File: config.mk
export PLATFORM = sky130hd
export DESIGN_NAME = ssd1306_spi_receiver
export DESIGN_NICKNAME = d
export VERILOG_FILES = /design/src/rtl/ssd1306_pkg.sv /design/src/rtl/spi_slave_shifter.sv /design/src/rtl/ssd1306_spi_receiver.sv
export SDC_FILE = /design/constraint.sdc
export NUM_CORES = 1
export LEC_CHECK = 0
export ABC_AREA = 1
export CAP_MARGIN = 20
export CORE_ASPECT_RATIO = 1.75
export CORE_MARGIN = 2
export CORE_UTILIZATION = 47
export DETAILED_ROUTE_END_ITERATION = 6
export GPL_TIMING_DRIVEN = 0
export MAX_ROUTING_LAYER = met4
export PLACE_DENSITY = 0.77
export SLEW_MARGIN = 15
export SYNTH_ARGS = -nofsm -noshare
export SYNTH_HDL_FRONTEND = slang
export SYNTH_SLANG_ARGS = --single-unit
export TNS_END_PERCENT = 50
File: constraint.sdc
create_clock -name clk -period 1.45 [get_ports clk]
set_input_delay 0.29 -clock clk [delete_from_list [all_inputs] [get_ports clk]]
set_output_delay 0.29 -clock clk [all_outputs]
set_load 0.01 [all_outputs]
File: src/rtl/ssd1306_pkg.sv
// Shared definitions for the SSD1306 4-wire SPI link (receiver and display transmitter).
package ssd1306_pkg;
  localparam int COLS_DEF  = 128;
  localparam int PAGES_DEF = 8;

  localparam logic [7:0] CMD_COL_ADDR  = 8'h21;
  localparam logic [7:0] CMD_PAGE_ADDR = 8'h22;

  typedef enum logic [2:0] {
    ST_IDLE,
    ST_COL_A,
    ST_COL_B,
    ST_PG_A,
    ST_PG_B
  } parse_st_t;
endpackage

File: src/rtl/spi_slave_shifter.sv
// SPI slave front end: input synchronizers, sclk rise detect, MSB-first shift register.
// byte_valid is combinational, one cycle wide, on the synced rise that carries bit 0.
module spi_slave_shifter #(
  parameter int SYNC_STAGES = 2
) (
  input  logic       clk,
  input  logic       rst_n,
  input  logic       sclk,
  input  logic       sdin,
  input  logic       cs,
  input  logic       dc,
  input  logic       disp_rst,
  output logic       byte_valid,
  output logic [7:0] rx_byte,
  output logic       rx_dc,
  output logic       disp_rst_n
);
  // bit order: {disp_rst, dc, cs, sdin, sclk}; idle levels are the reset values
  localparam logic [4:0] SYNC_RST = 5'b10100;

  logic [4:0][SYNC_STAGES-1:0] sync_q;
  logic [4:0]                  raw;
  logic                        sclk_s, sdin_s, cs_s, dc_s, rst_s;
  logic                        sclk_prev, rise;
  logic [6:0]                  sr;
  logic [2:0]                  bit_cnt;

  assign raw = {disp_rst, dc, cs, sdin, sclk};

  always_ff @(posedge clk or negedge rst_n) begin
    if (!rst_n) begin
      for (int i = 0; i < 5; i++) sync_q[i] <= {SYNC_STAGES{SYNC_RST[i]}};
    end else begin
      for (int i = 0; i < 5; i++) sync_q[i] <= {sync_q[i][SYNC_STAGES-2:0], raw[i]};
    end
  end

  assign sclk_s = sync_q[0][SYNC_STAGES-1];
  assign sdin_s = sync_q[1][SYNC_STAGES-1];
  assign cs_s   = sync_q[2][SYNC_STAGES-1];
  assign dc_s   = sync_q[3][SYNC_STAGES-1];
  assign rst_s  = sync_q[4][SYNC_STAGES-1];

  assign rise = sclk_s & ~sclk_prev;

  always_ff @(posedge clk or negedge rst_n) begin
    if (!rst_n) begin
      sclk_prev <= 1'b0;
      sr        <= '0;
      bit_cnt   <= '0;
    end else begin
      sclk_prev <= sclk_s;
      if (!rst_s || cs_s) begin
        sr      <= '0;
        bit_cnt <= '0;
      end else if (rise) begin
        sr      <= {sr[5:0], sdin_s};
        bit_cnt <= bit_cnt + 3'd1;
      end
    end
  end

  assign byte_valid = rise & ~cs_s & rst_s & (bit_cnt == 3'd7);
  assign rx_byte    = {sr, sdin_s};
  assign rx_dc      = dc_s;
  assign disp_rst_n = rst_s;
endmodule

File: src/rtl/ssd1306_spi_receiver.sv
// SSD1306 SPI receive model: command port plus horizontal-mode framebuffer writes.
// Define SSD_RX_ADDR_WINDOW_EN to decode 0x21/0x22 column/page windows; otherwise full-frame linear.
module ssd1306_spi_receiver
  import ssd1306_pkg::*;
#(
  parameter int SYNC_STAGES = 2,
  parameter int COLS        = COLS_DEF,
  parameter int PAGES       = PAGES_DEF,
  parameter int ADDR_W      = 10
) (
  input  logic              clk,
  input  logic              rst_n,
  input  logic              io_sclk,
  input  logic              io_sdin,
  input  logic              io_cs,
  input  logic              io_dc,
  input  logic              io_reset,
  output logic              fb_we,
  output logic [ADDR_W-1:0] fb_addr,
  output logic [7:0]        fb_wdata,
  output logic              cmd_valid,
  output logic [7:0]        cmd_byte,
  output logic              frame_done
);
  localparam int COL_W = $clog2(COLS);
  localparam int PG_W  = $clog2(PAGES);

  logic             bv, rx_dc, disp_rst_n;
  logic [7:0]       rx_byte;
  parse_st_t        state, state_nx;
  logic             do_data, do_cmd;
  logic [COL_W-1:0] col, col_inc, col_start, col_end;
  logic [PG_W-1:0]  page, page_inc, page_start, page_end;

  spi_slave_shifter #(.SYNC_STAGES(SYNC_STAGES)) u_shifter (
    .clk        (clk),
    .rst_n      (rst_n),
    .sclk       (io_sclk),
    .sdin       (io_sdin),
    .cs         (io_cs),
    .dc         (io_dc),
    .disp_rst   (io_reset),
    .byte_valid (bv),
    .rx_byte    (rx_byte),
    .rx_dc      (rx_dc),
    .disp_rst_n (disp_rst_n)
  );

  // pointers wrap at the array edge so start>end windows run through 0 to end
  assign col_inc  = (col  == COL_W'(COLS-1)) ? '0 : col  + COL_W'(1);
  assign page_inc = (page == PG_W'(PAGES-1)) ? '0 : page + PG_W'(1);

`ifdef SSD_RX_ADDR_WINDOW_EN
  logic ld_cs, ld_ce, ld_ps, ld_pe;

  always_ff @(posedge clk or negedge rst_n) begin
    if (!rst_n) begin
      col_start  <= '0;
      col_end    <= COL_W'(COLS-1);
      page_start <= '0;
      page_end   <= PG_W'(PAGES-1);
    end else if (!disp_rst_n) begin
      col_start  <= '0;
      col_end    <= COL_W'(COLS-1);
      page_start <= '0;
      page_end   <= PG_W'(PAGES-1);
    end else begin
      if (ld_cs) col_start  <= rx_byte[COL_W-1:0];
      if (ld_ce) col_end    <= rx_byte[COL_W-1:0];
      if (ld_ps) page_start <= rx_byte[PG_W-1:0];
      if (ld_pe) page_end   <= rx_byte[PG_W-1:0];
    end
  end
`else
  assign col_start  = '0;
  assign col_end    = COL_W'(COLS-1);
  assign page_start = '0;
  assign page_end   = PG_W'(PAGES-1);
`endif

  always_ff @(posedge clk or negedge rst_n) begin
    if (!rst_n)           state <= ST_IDLE;
    else if (!disp_rst_n) state <= ST_IDLE;
    else                  state <= state_nx;
  end

  always_comb begin
    state_nx = state;
    do_data  = 1'b0;
    do_cmd   = 1'b0;
`ifdef SSD_RX_ADDR_WINDOW_EN
    ld_cs = 1'b0;
    ld_ce = 1'b0;
    ld_ps = 1'b0;
    ld_pe = 1'b0;
`endif
    if (bv) begin
      if (rx_dc) begin
        // data aborts any half-received argument sequence
        do_data  = 1'b1;
        state_nx = ST_IDLE;
      end else begin
        do_cmd = 1'b1;
`ifdef SSD_RX_ADDR_WINDOW_EN
        case (state)
          ST_IDLE: begin
            if (rx_byte == CMD_COL_ADDR)       state_nx = ST_COL_A;
            else if (rx_byte == CMD_PAGE_ADDR) state_nx = ST_PG_A;
          end
          ST_COL_A: begin ld_cs = 1'b1; state_nx = ST_COL_B; end
          ST_COL_B: begin ld_ce = 1'b1; state_nx = ST_IDLE;  end
          ST_PG_A:  begin ld_ps = 1'b1; state_nx = ST_PG_B;  end
          ST_PG_B:  begin ld_pe = 1'b1; state_nx = ST_IDLE;  end
          default:  state_nx = ST_IDLE;
        endcase
`endif
      end
    end
  end

  always_ff @(posedge clk or negedge rst_n) begin
    if (!rst_n) begin
      col        <= '0;
      page       <= '0;
      fb_we      <= 1'b0;
      fb_addr    <= '0;
      fb_wdata   <= '0;
      cmd_valid  <= 1'b0;
      cmd_byte   <= '0;
      frame_done <= 1'b0;
    end else if (!disp_rst_n) begin
      // display reset keeps the last data/command bytes visible
      col        <= '0;
      page       <= '0;
      fb_we      <= 1'b0;
      fb_addr    <= '0;
      cmd_valid  <= 1'b0;
      frame_done <= 1'b0;
    end else begin
      fb_we      <= do_data;
      cmd_valid  <= do_cmd;
      frame_done <= 1'b0;
      if (do_cmd) cmd_byte <= rx_byte;
      if (do_data) begin
        fb_addr  <= ADDR_W'(page) * ADDR_W'(COLS) + ADDR_W'(col);
        fb_wdata <= rx_byte;
        if (col == col_end) begin
          col <= col_start;
          if (page == page_end) begin
            page       <= page_start;
            frame_done <= 1'b1;
          end else begin
            page <= page_inc;
          end
        end else begin
          col <= col_inc;
        end
      end
`ifdef SSD_RX_ADDR_WINDOW_EN
      if (ld_ce) col  <= col_start;
      if (ld_pe) page <= page_start;
`endif
    end
  end
endmodule

; ---- Word level (Yosys, flattened, before mapping)
; Index checks and enable logic that the tools add are counted.
[word_totals]
word_cells = 60
output_inout_bits = 29
ff_bits = 60
inputBits = 7
[classes]
mux = 23
reduce_logical = 6
add_sub_neg = 4
bitwise = 6
eq_ne = 5
[ops]
columns = op, count
row1 = $mux W7, 5
row2 = $mux W10, 2
row3 = $mux W3, 6
row4 = $add A10 B7 Y10, 1
row5 = $mux W1, 10
row6 = $add A7 B1 Y7 const B, 1
row7 = $eq A7 B7 Y1 const B, 1
row8 = $add A3 B1 Y3 const B, 2
row9 = $eq A3 B3 Y1 const B, 2
row10 = $reduce_and A2 Y1, 3
row11 = $and A1 B1 Y1, 4
row12 = $ne A2 B2 Y1 const B, 2
row13 = $not A1 Y1, 2
row14 = $reduce_bool A2 Y1, 1
row15 = $logic_not A1 Y1, 1
row16 = $logic_or A1 B1 Y1, 1

; ---- Logic depth before layout (Yosys ltp)
[depth]
word_depth = 8
depth_mapped = 9
ltp_nobuf = 8

; ---- Modules after synthesis
; From an unflattened synthesis, not the netlist that was laid out.
[unflattened]
hier_cells = 231
hier_area_um2 = 2489.9
[modules_own_cells]
columns = module, seq_area_each_um2, area_each_um2, n_inst, cells_per_inst
row1 = ssd1306_spi_receiver, 975.9, 1704.1, 1, 164
row2 = spi_slave_shifter, 530.5, 785.8, 1, 67

; ---- Worst setup path before layout
; No wires, ideal clock.
[synth_timing]
path_type = register to register
startpoint = register u_shifter.sync_q, in the netlist u_shifter.disp_rst_n
endpoint = register col[0]
slack_ns = 0.003
setup_ns = 0.126
stages_incl_launch_ff = 10
synth_period_minus_slack_ns = 1.447
t_required_ns = 1.324
path_buffers = 2
arrival_time_ns = 1.321
path_cell_list = dfstp_2 -> buf_4 -> nand2_4 -> nor2_8 -> nand3_4 -> nand2_4 -> inv_2 -> buf_6 -> nand2_1 -> o21ai_1
[synth_via]
elab_chain_len = 4
elab_cells_between_ends = 5
classes_between = eq/ne (1) / mux (2) / bitwise (2)
[synth_rtl]
columns = item, line_no
row1 = from (decl), spi_slave_shifter.sv:21  ; logic [4:0][SYNC_STAGES-1:0] sync_q;
row2 = $and A1 B1 Y1 (2 in a row), spi_slave_shifter.sv:63  ; assign byte_valid = rise & ~cs_s & rst_s & (bit_cnt == 3'd7);
row3 = $mux W1, ssd1306_spi_receiver.sv:97  ; if (bv) begin
row4 = $ne A2 B2 Y1 (no line), --
row5 = to (signal assigned), ssd1306_spi_receiver.sv:148  ; col <= col_start;
row6 = to (signal assigned), ssd1306_spi_receiver.sv:156  ; col <= col_inc;
row7 = to (decl), ssd1306_spi_receiver.sv:32  ; logic [COL_W-1:0] col, col_inc, col_start, col_end;
; Several ways; a longest one is shown, not always the timed one.
; A chain may end at the register's enable or synchronous reset.

; ---- Worst setup path after layout
[layout_timing]
startpoint = register u_shifter.sync_q, in the netlist u_shifter.disp_rst_n
endpoint = register fb_addr[5]
[layout_via]
elab_chain_len = 4
elab_cells_between_ends = 5
classes_between = eq/ne (1) / mux (2) / bitwise (2)
[layout_rtl]
columns = item, line_no
row1 = $and A1 B1 Y1 (2 in a row), spi_slave_shifter.sv:63
row2 = $mux W1, ssd1306_spi_receiver.sv:97
row3 = $ne A2 B2 Y1 (no line), --
row4 = to (signal assigned), ssd1306_spi_receiver.sv:145  ; fb_addr <= ADDR_W'(page) * ADDR_W'(COLS) + ADDR_W'(col);
row5 = to (decl), ssd1306_spi_receiver.sv:19  ; output logic [ADDR_W-1:0] fb_addr,
; Several ways; a longest one is shown, not always the timed one.

==> results_dict.tcl <==
set metrics [dict create \
    crit_chain "nand2_4, nor2_8, nand3_4, nand2_4, inv_6, buf_6, nand2_2, o21ai_1" \
    cp-end-kind "flip-flop" \
    root_buffer "clkbuf_8" \
    grt_max_degree 61 \
    ctsHoldBuffers 0 \
    cts_tree "done" \
    hp-class "input pin to async pin" \
    status "finished, final reports clean" \
    ys_seq_area_frac 0.650 \
    timing.rr.start "u_shifter.disp_rst_n" \
    powerDensity_nw_per_um2 1120 \
    start_kind "flip-flop" \
    max_freq_ghz 0.711 \
    post_synth_main_area_contributors "dfrtp_1 61%, nand2_1 11%, o21ai_0 4.8%, dfstp_2 4.5%, inv_1 3.4%" \
    max_cap_violations 0 \
    die_area_um2 5530 \
    placed_area_um2 2730 \
    critPathKind "flip-flop to flip-flop" \
    ir_drop_v 0.00101 \
    final_nets 295 \
    synth_cell_type_count 23 \
    slowest_delay_ps 570 \
    ant_nets 0 \
    skew_ps 8.84 \
    fin_ws_ps 42.6 \
    r2r_setup_slack_ps 40 \
    vias 1738 \
    dp_cells 312 \
    drc 0 \
    initial_core_util 0.492 \
    most-common-layout-cells "55 x dfrtp_1, 54 x nand2_1, 29 x dlygate4sd2_1, 21 x inv_1, 20 x o21ai_0" \
    drive_gt1_frac 0.233 \
    yosysTopAreaCellShare 0.605 \
    syn_to_final_growth_pct 34.1 \
    yosysWarnings 0 \
    rsz0062_at_grt "true" \
    slew_violations 0 \
    setup_viol 0 \
    cp_num_buf_inv 2 \
    stdcell_area_um2 3110 \
    place_congestion 0.772 \
    fin_util 0.660 \
    rows 33 \
    clkPwrFrac 0.459 \
    grt_pass1_wl_mm 7.94 \
    required_ps 1660 \
    cts_buffers 9 \
    synth_nets 237 \
    clock_sinks 60 \
    p_seq_frac 0.498 \
    final_common_cell "dfrtp_1" \
    period_share 0.971 \
    io_buffers 35 \
    swShare 0.208 \
    p_int_mw 2.75 \
    preCtsSetupSlack_ps -191 \
    slowest_stage "dfstp_2" \
    ios 36 \
    die_y_um 96.9 \
    antenna_found_initial 0 \
    p_total_mw 3.47 \
    max_slew_margin 0.513 \
    coreArea_um2 4710 \
    grt_pass1_vias 1740 \
    clk_pin_slew_worst_paths_ps 60 \
    p_sw_mw 0.723 \
    netlist_instances 225 \
    htreeDepth 3 \
    ys_ff_latch 60 \
    hold_violations 0 \
    dieWidth_um 57.1 \
    hpwlAfterDp_mm 3.04 \
    antennaDiodeCount 0 \
    crit_family "flip-flops" \
    fin_cells 340 \
    whs_ps 17.9 \
    syn_avg_cell_area_um2 10.3 \
    layout_min_cycle_time_ps 1410 \
    grt_overflow_total 0 \
    power_frac_comb 0.044 \
    drt_first_iter_violations 58 \
    worstPathMaxFanout 7 \
    worst_r2r_path_depth 8 \
    tightest_slew_ps 731 \
    fin_setup_tns_ps 0 \
    crit_arrival_ps 1620 \
    static-leakage-power_nw 1.65 \
    clock_path_buffers 2 \
    reg2reg_to "fb_addr[5]" \
    clk_latency_ps 330 \
    syn_area_um2 2320 \
    wirelength_mm 4.77 \
    vias_per_cell 5.11 \
    cp_common_cell "nand2_4" \
    dr.pass1.iters 4 \
    synth_top_area_cell "dfrtp_1" \
    track_usage 0.194 \
    wire_per_inst_um 14.0 \
]
==> cells in the mapped netlist (all sizes together) <==
master	instances
a21oi	2
buf	5
clkinv	1
dfrtp	56
dfstp	4
ha	5
inv	22
nand2	69
nand3	14
nor2	12
nor3	1
o21ai	25
o22ai	7
xor2	2
==> worst max-delay path by stage <==
stage | from | endpoint | slack, ps | depth (start not counted)
after detailed placement | u_shifter.bit_cnt[0] | col[1] | -190 | 6
after floorplan | u_shifter.disp_rst_n | col[0] | 3 | 9
after global routing | u_shifter.disp_rst_n | fb_addr[5] | -40 | 8
after global placement | rst_n | cmd_byte[4] | -1700 | 1
final | u_shifter.disp_rst_n | fb_addr[5] | 40 | 8
after CTS | u_shifter.disp_rst_n | fb_addr[5] | -20 | 9
==> power groups by stage <==
| stage | Sequential (mW) | Clock (mW) | Combinational (mW) |
|---|---|---|---|
| floorplan | 1.75 | 0 | 0.0570 |
| global placement | 1.75 | 0 | 0.115 |
| detailed placement | 1.76 | 0 | 0.118 |
| CTS | 1.73 | 1.62 | 0.136 |
| global route | 1.73 | 1.71 | 0.169 |
| finish | 1.73 | 1.59 | 0.151 |
==> registers in the layout, indices dropped and copies added, names as in the netlist, 3 cells and up <==
register	flops
cmd_byte	8
col	7
fb_addr	10
fb_wdata	8
page	3
u_shifter.bit_cnt	3
u_shifter.sr	7
u_shifter.sync_q	5
==> routing by layer <==
| layer | share of wire | GRT usage |
|---|---|---|
| met4 | 0.026 | 0.109 |
| met1 | 0.39 | 0.213 |
| met5 | 0 | - |
| met2 | 0.54 | 0.310 |
| met3 | 0.044 | 0.0535 |
==> area by class of cell <==
| cell class | count | area (um^2) |
|---|---|---|
| timing repair buffer | 49 | 424 |
| fill | 387 | 1600 |
| inverter | 23 | 96.3 |
| tap | 52 | 65.1 |
| buffer | 3 | 21.3 |
| clock inverter | 3 | 42.5 |
| clock buffer | 13 | 179 |
| multi-input combinational | 137 | 771 |
| sequential | 60 | 1510 |
==> repair_timing <==
action	4_1_cts	5_1_grt
setup endpoints to repair	74	41
resized for setup	48	16
gates cloned	1	0
pin swaps	8	7
setup buffers	11	2
==> logic make-up after synthesis <==
kind of cell	share of synthesized area
simple gates	0.186
flops	0.650
compound gates	0.0773
buf+inv	0.0519
fa+ha+maj	0.0270
xor+xnor	0.00756
No activity file was read; power rests on OpenSTA's default activity.
==> RTL change 1 (config.mk and constraints unchanged) <==
Set the package constant `PAGES_DEF` to 4 (it was 8).
--- a/src/rtl/ssd1306_pkg.sv
+++ b/src/rtl/ssd1306_pkg.sv
@@ -3,3 +3,3 @@
   localparam int COLS_DEF  = 128;
-  localparam int PAGES_DEF = 8;
+  localparam int PAGES_DEF = 4;
 
Function: same outputs for any inputs over 10 cycles, from zero or initial values and one cycle with rst_n low; that may be too few to reach the edited logic, so the function may still have changed.
==> RTL change 1 against the original RTL <==
- the run now ends with negative setup slack left
- sequential cell count decreased by 2
- die area decreased by 4.8%
- worst hold slack got worse by 0.014 ns
- setup slack got worse by 0.068 ns
- combinational power decreased by 13%
- total power decreased by 8.2%
- final area decreased by 5.1%
- sequential share of layout area increased by 0.85 points
- routed wire length decreased by 4.6%
- synthesized area decreased by 5.1%
- critical endpoint is now page[1]
- largest power group unchanged
- highest routed layer unchanged
==> RTL change 1: results (changes against the original RTL) <==
Yosys
  • Ys Warns: 0 (unchanged)
  • Share of the synthesized area in the top cell type: 61.47% (+0.96 points)
  • Net Count, Synth: 226 (-4.6%)
  • Sequential share of the synthesized area: 66.25% (+1.2 points)
  • Dominant cells by area after synthesis: dfrtp_1 (61%), nand2_1 (9.9%), dfstp_2 (4.8%), o21ai_0 (4.6%), inv_1 (4.3%)
  • Yosys cell types: 24 (+4.3%)
  • Synth cell count leaders: nand2_1 (58), dfrtp_1 (54), inv_1 (25)
  • Post-Synth Adder-Cell Area: 2.277% (-0.42 points)
  • Ys async rst share: 100.0% (unchanged)
  • Mux cell area share after synthesis: 0% (unchanged)
  • Compound-cell area share of the yosys netlist: 8.367% (+0.64 points)
  • Ys flop type: dfrtp_1
  • Cells after Synth: 215 (-4.4%)
  • XOR/XNOR share of the synthesized area: 0.7968% (+0.040 points)

Drt
  • Vias post-DR: 1633 (-6.0%)
  • DR iter-0 viols: 41 (-29%)
  • Pre-Repair DR Iteration Count: 4 (unchanged)
  • WL final: 4552 um (-4.6%)
  • Vias/cell: 5.009 (-2.0%)

STA
  • PnR worst setup slack: -0.02548 ns (-0.06807 ns)
  • Rel. slew slack: 53.41% (+2.1 points)
  • Setup TNS Final: -0.04538 ns (-0.04538 ns)
  • Skew final: 0.005984 ns (-0.002860 ns)
  • Setup violators final: 2 (+2)

CTS
  • Post-CTS setup buffers: 9 (-2)
  • CTS max path bufs: 2 (unchanged)
  • Root Driver: clkbuf_8
  • CTS clk-pin slew, worst paths: 0.06 ns (about the same)
  • Post-cts gate resize count: 52 (+8.3%)
  • H-tree depth: 3 (unchanged)
  • Latest clock arrival within the worst-skew pair: 0.33 ns (about the same)
  • Num CTS Buffers: 9 (unchanged)

Outcome
  • Failing checks: negative setup slack
  • Status: finished, violations left

Layout
  • Layout cell share with drive strength beyond 1: 20.73% (-2.5 points)
  • Antenna cells: 0 (unchanged)
  • Nets: 281 (-4.7%)
  • Top Registers: fb_addr (9), cmd_byte (8), fb_wdata (8)
  • FILL cells: 336 (-13%)

Setup path
  • Data arrival time of the worst path: 1.70 ns (+0.08 ns)
  • CP max FO: 4 (-3)

Power
  • P_leak: 0.001504 uW (-8.6%)
  • Internal: 2490 uW (-9.4%)
  • Clock Power Share: 43.3% (-2.6 points)
  • Worst vdd ir: 0.0008040 V (-21%)
  • P_comb: 132 uW (-13%)
  • Gate power share: 4.1% (-0.3 points)

Min path
  • Hold WC Path Type: input pin to async pin

GRT
  • GR Util All Layers: 19.65% (+0.26 points)
  • Largest net degree at the start of global routing: 59 (-3.3%)
  • Initial antenna violation count: 0 (unchanged)
  • First-pass GRT wire length: 7376 um (-7.0%)

Place
  • Place WS: -0.2034 ns (-0.01216 ns)
  • HPWL Detailed: 2867 um (-5.6%)
  • GPL Wtd Cong: 0.7786 (+0.80%)
  • Inst Count DP: 300 (-3.8%)
  • Placed Instance Area: 2600 um^2 (-4.7%)
  • Port Buffer Count: 34 (-2.9%)
RTL change 1: path summary, 6_finish.rpt:
check,startpoint,to,slack (ns),depth (start not counted)
max in group asynchronous,rst_n,cmd_valid,0.98,1
hold reg to reg,u_shifter.sync_q[2],u_shifter.rx_byte[0],0.35,0
min in group clk,u_shifter.sync_q[2],u_shifter.rx_byte[0],0.35,0
hold / removal,rst_n,u_shifter.sync_q[0],0.004,1
setup reg to reg,col[1],page[1],-0.03,8
setup / recovery,col[1],page[1],-0.03,8
RTL change 1: area by class of cell:
type	count	area share, %
Multi-Input combinational cell	126	24.10
Timing Repair Buffer	46	13.58
Clock buffer	13	4.709
Clock inverter	3	1.358
Buffer	3	1.103
Tap cell	51	2.164
Sequential cell	58	49.38
Inverter	26	3.606
RTL change 1: metal layers:
| metal | part of all wire [%] | up-vias | global-route usage, % | wire length [um] |
|---|---|---|---|---|
| li1 | - | 789 | - | - |
| met1 | 37 | 796 | 20.04 | 1704 |
| met2 | 56 | 36 | 32.44 | 2536 |
| met3 | 3.4 | 12 | 5.753 | 155 |
| met4 | 3.4 | 0 | 13.21 | 156 |
| met5 | 0 | - | - | 0 |
RTL change 1: worst max-delay path: stages, from the launching register on:
cell and delay [ns]:
dfrtp_1 0.37, ha_2 0.23, nand3_2 0.12, nor2_2 0.15
nand2_2 0.12, nor2_4 0.20, nor2_4 0.06, nand2_1 0.07
nand2_1 0.05
RTL change 1: stage by stage:
| stage | hold slack, ns | util [%] |
|---|---|---|
| 2_1_floorplan | -0.005591 | - |
| 3_3_place_gp | 0.3350 | 58.56 |
| 3_5_place_dp | 0.3419 | 58.50 |
| 4_1_cts | 0.01528 | 64.72 |
| 5_1_grt | 0.04910 | 66.36 |
| 6_report | 0.003948 | 66.36 |
==> RTL change 2 (config.mk and constraints unchanged) <==
Made on the original files. Register the inputs `io_sdin`, `io_cs` and `io_dc` before use, with the module's reset. The logic sees them one clock later.
--- a/src/rtl/ssd1306_spi_receiver.sv
+++ b/src/rtl/ssd1306_spi_receiver.sv
@@ -27,2 +27,18 @@
 
+  logic io_sdin_q;
+  logic io_cs_q;
+  logic io_dc_q;
+
+  always_ff @(posedge clk or negedge rst_n) begin
+    if (!rst_n) begin
+      io_sdin_q <= '0;
+      io_cs_q   <= '0;
+      io_dc_q   <= '0;
+    end else begin
+      io_sdin_q <= io_sdin;
+      io_cs_q   <= io_cs;
+      io_dc_q   <= io_dc;
+    end
+  end
+
   logic             bv, rx_dc, disp_rst_n;
@@ -38,5 +54,5 @@
     .sclk       (io_sclk),
-    .sdin       (io_sdin),
-    .cs         (io_cs),
-    .dc         (io_dc),
+    .sdin       (io_sdin_q),
+    .cs         (io_cs_q),
+    .dc         (io_dc_q),
     .disp_rst   (io_reset),
Function: same outputs for any inputs over 10 cycles, from zero or initial values and one cycle with rst_n low; that may be too few to reach the edited logic, so the function may still have changed.
==> RTL change 2 against the original RTL <==
- die area up 2.6%
- sequential cell count up 3
- first-iteration DRC count down 34%
- combinational power up 9%
- critical path type unchanged
- total power up 3.9%
- final area up 1.8%
- synthesized area up 2.8%
- clock skew down 0.0042 ns
- routed wire length about the same
- fmax down 2.3%
- setup slack worse by 0.033 ns
- worst hold slack better by 0.011 ns
- sequential power up 5%
==> RTL change 2: results (changes against the original RTL) <==
Outcome
  • Status: finished, final reports clean

Yosys
  • Yosys cell types: 25 (+8.7%)
  • Net Count, Synth: 239 (+0.84%)
  • Dominant cells by area after synthesis: dfrtp_1 (62%), nand2_1 (9.8%), o21ai_0 (4.6%), dfstp_2 (4.4%), inv_1 (3.5%)
  • Sequential share of the synthesized area: 66.46% (+1.4 points)

STA
  • Final Cycle Share: 99.35% (+2.3 points)
  • Hold_ws: 0.02887 ns (+0.01100 ns)
  • Slew of the pin with the lowest slew margin: 0.7753 ns (+0.04433 ns)
  • Skew final: 0.004680 ns (-0.004164 ns)

GRT
  • M3 GR Usage: 5.298% (-0.050 points)
  • Number of global-route vias before repair: 1757 (+0.98%)
  • First-pass GRT wire length: 7700 um (-3.0%)
  • GR Util All Layers: 18.59% (-0.80 points)
  • GR Layer Usage met2: 30.16% (-0.88 points)
  • Largest net degree at the start of global routing: 64 (+4.9%)

Drt
  • Wire length on met2: 2545 um (-1.9%)
  • Met1 WL: 1803 um (-2.1%)
  • DR iter-0 viols: 38 (-34%)
  • Vias/cell: 5.204 (+1.8%)

Layout
  • FILL cells: 381 (-1.6%)
  • Final cell count without fillers: 343 (+0.88%)
  • Nets: 297 (+0.68%)
  • Layout cell share with drive strength beyond 1: 19.72% (-3.5 points)

Power
  • P_leak: 0.001616 uW (-1.8%)
  • Worst vdd ir: 0.0008746 V (-14%)

Place
  • GPL Wtd Cong: 0.8225 (+6.5%)
  • HPWL Detailed: 2952 um (-2.8%)
  • Place WS: -0.1661 ns (+0.02519 ns)
  • Placed Instance Area: 2795 um^2 (+2.4%)
  • Inst Count DP: 316 (+1.3%)

Setup path
  • Crit path largest cell delay: 0.53 ns (-0.04 ns)
  • Data arrival time of the worst path: 1.69 ns (+0.07 ns)
  • Worst reg2reg endpoint: col[6]
  • Internal reg-to-reg setup slack: 0.009 ns (-0.03 ns)
  • Worst Reg-to-Reg Cells: 7 (-1)
  • Crit-path leading delay family: simple AND/OR/NAND/NOR gates

CTS
  • Post-CTS setup buffers: 8 (-3)
-- RTL change 2: area by class of cell --
cell class | count | share of cell area (%)
sequential | 63 | 50.00
multi-input combinational | 135 | 24.05
timing repair buffer | 47 | 12.82
clock buffer | 11 | 4.470
inverter | 23 | 2.809
clock inverter | 4 | 2.215
tap | 54 | 2.136
buffer | 6 | 1.503
-- RTL change 2: report_power, final --
part / switching, uW / leakage [uW] / internal, uW / total (uW)
clock network: 620 / 0.000109 / 1000 / 1620
logic: 96.9 / 0.000666 / 67.1 / 164
registers: 21.4 / 0.000841 / 1800 / 1820
total: 738 / 0.00162 / 2870 / 3610
-- RTL change 2: logic make-up (layout without fill, tap and decap cells) --
logic type,count (synthesis),in the layout,synth area share (%)
buffers and inverters,29,91,5.205
DFF,63,63,66.46
adders and majority gates,5,5,2.629
xor gates and xnor gates,2,2,0.7362
and+or+nand+nor,90,90,16.61
AOI/OAI and AO/OA,38,38,8.360
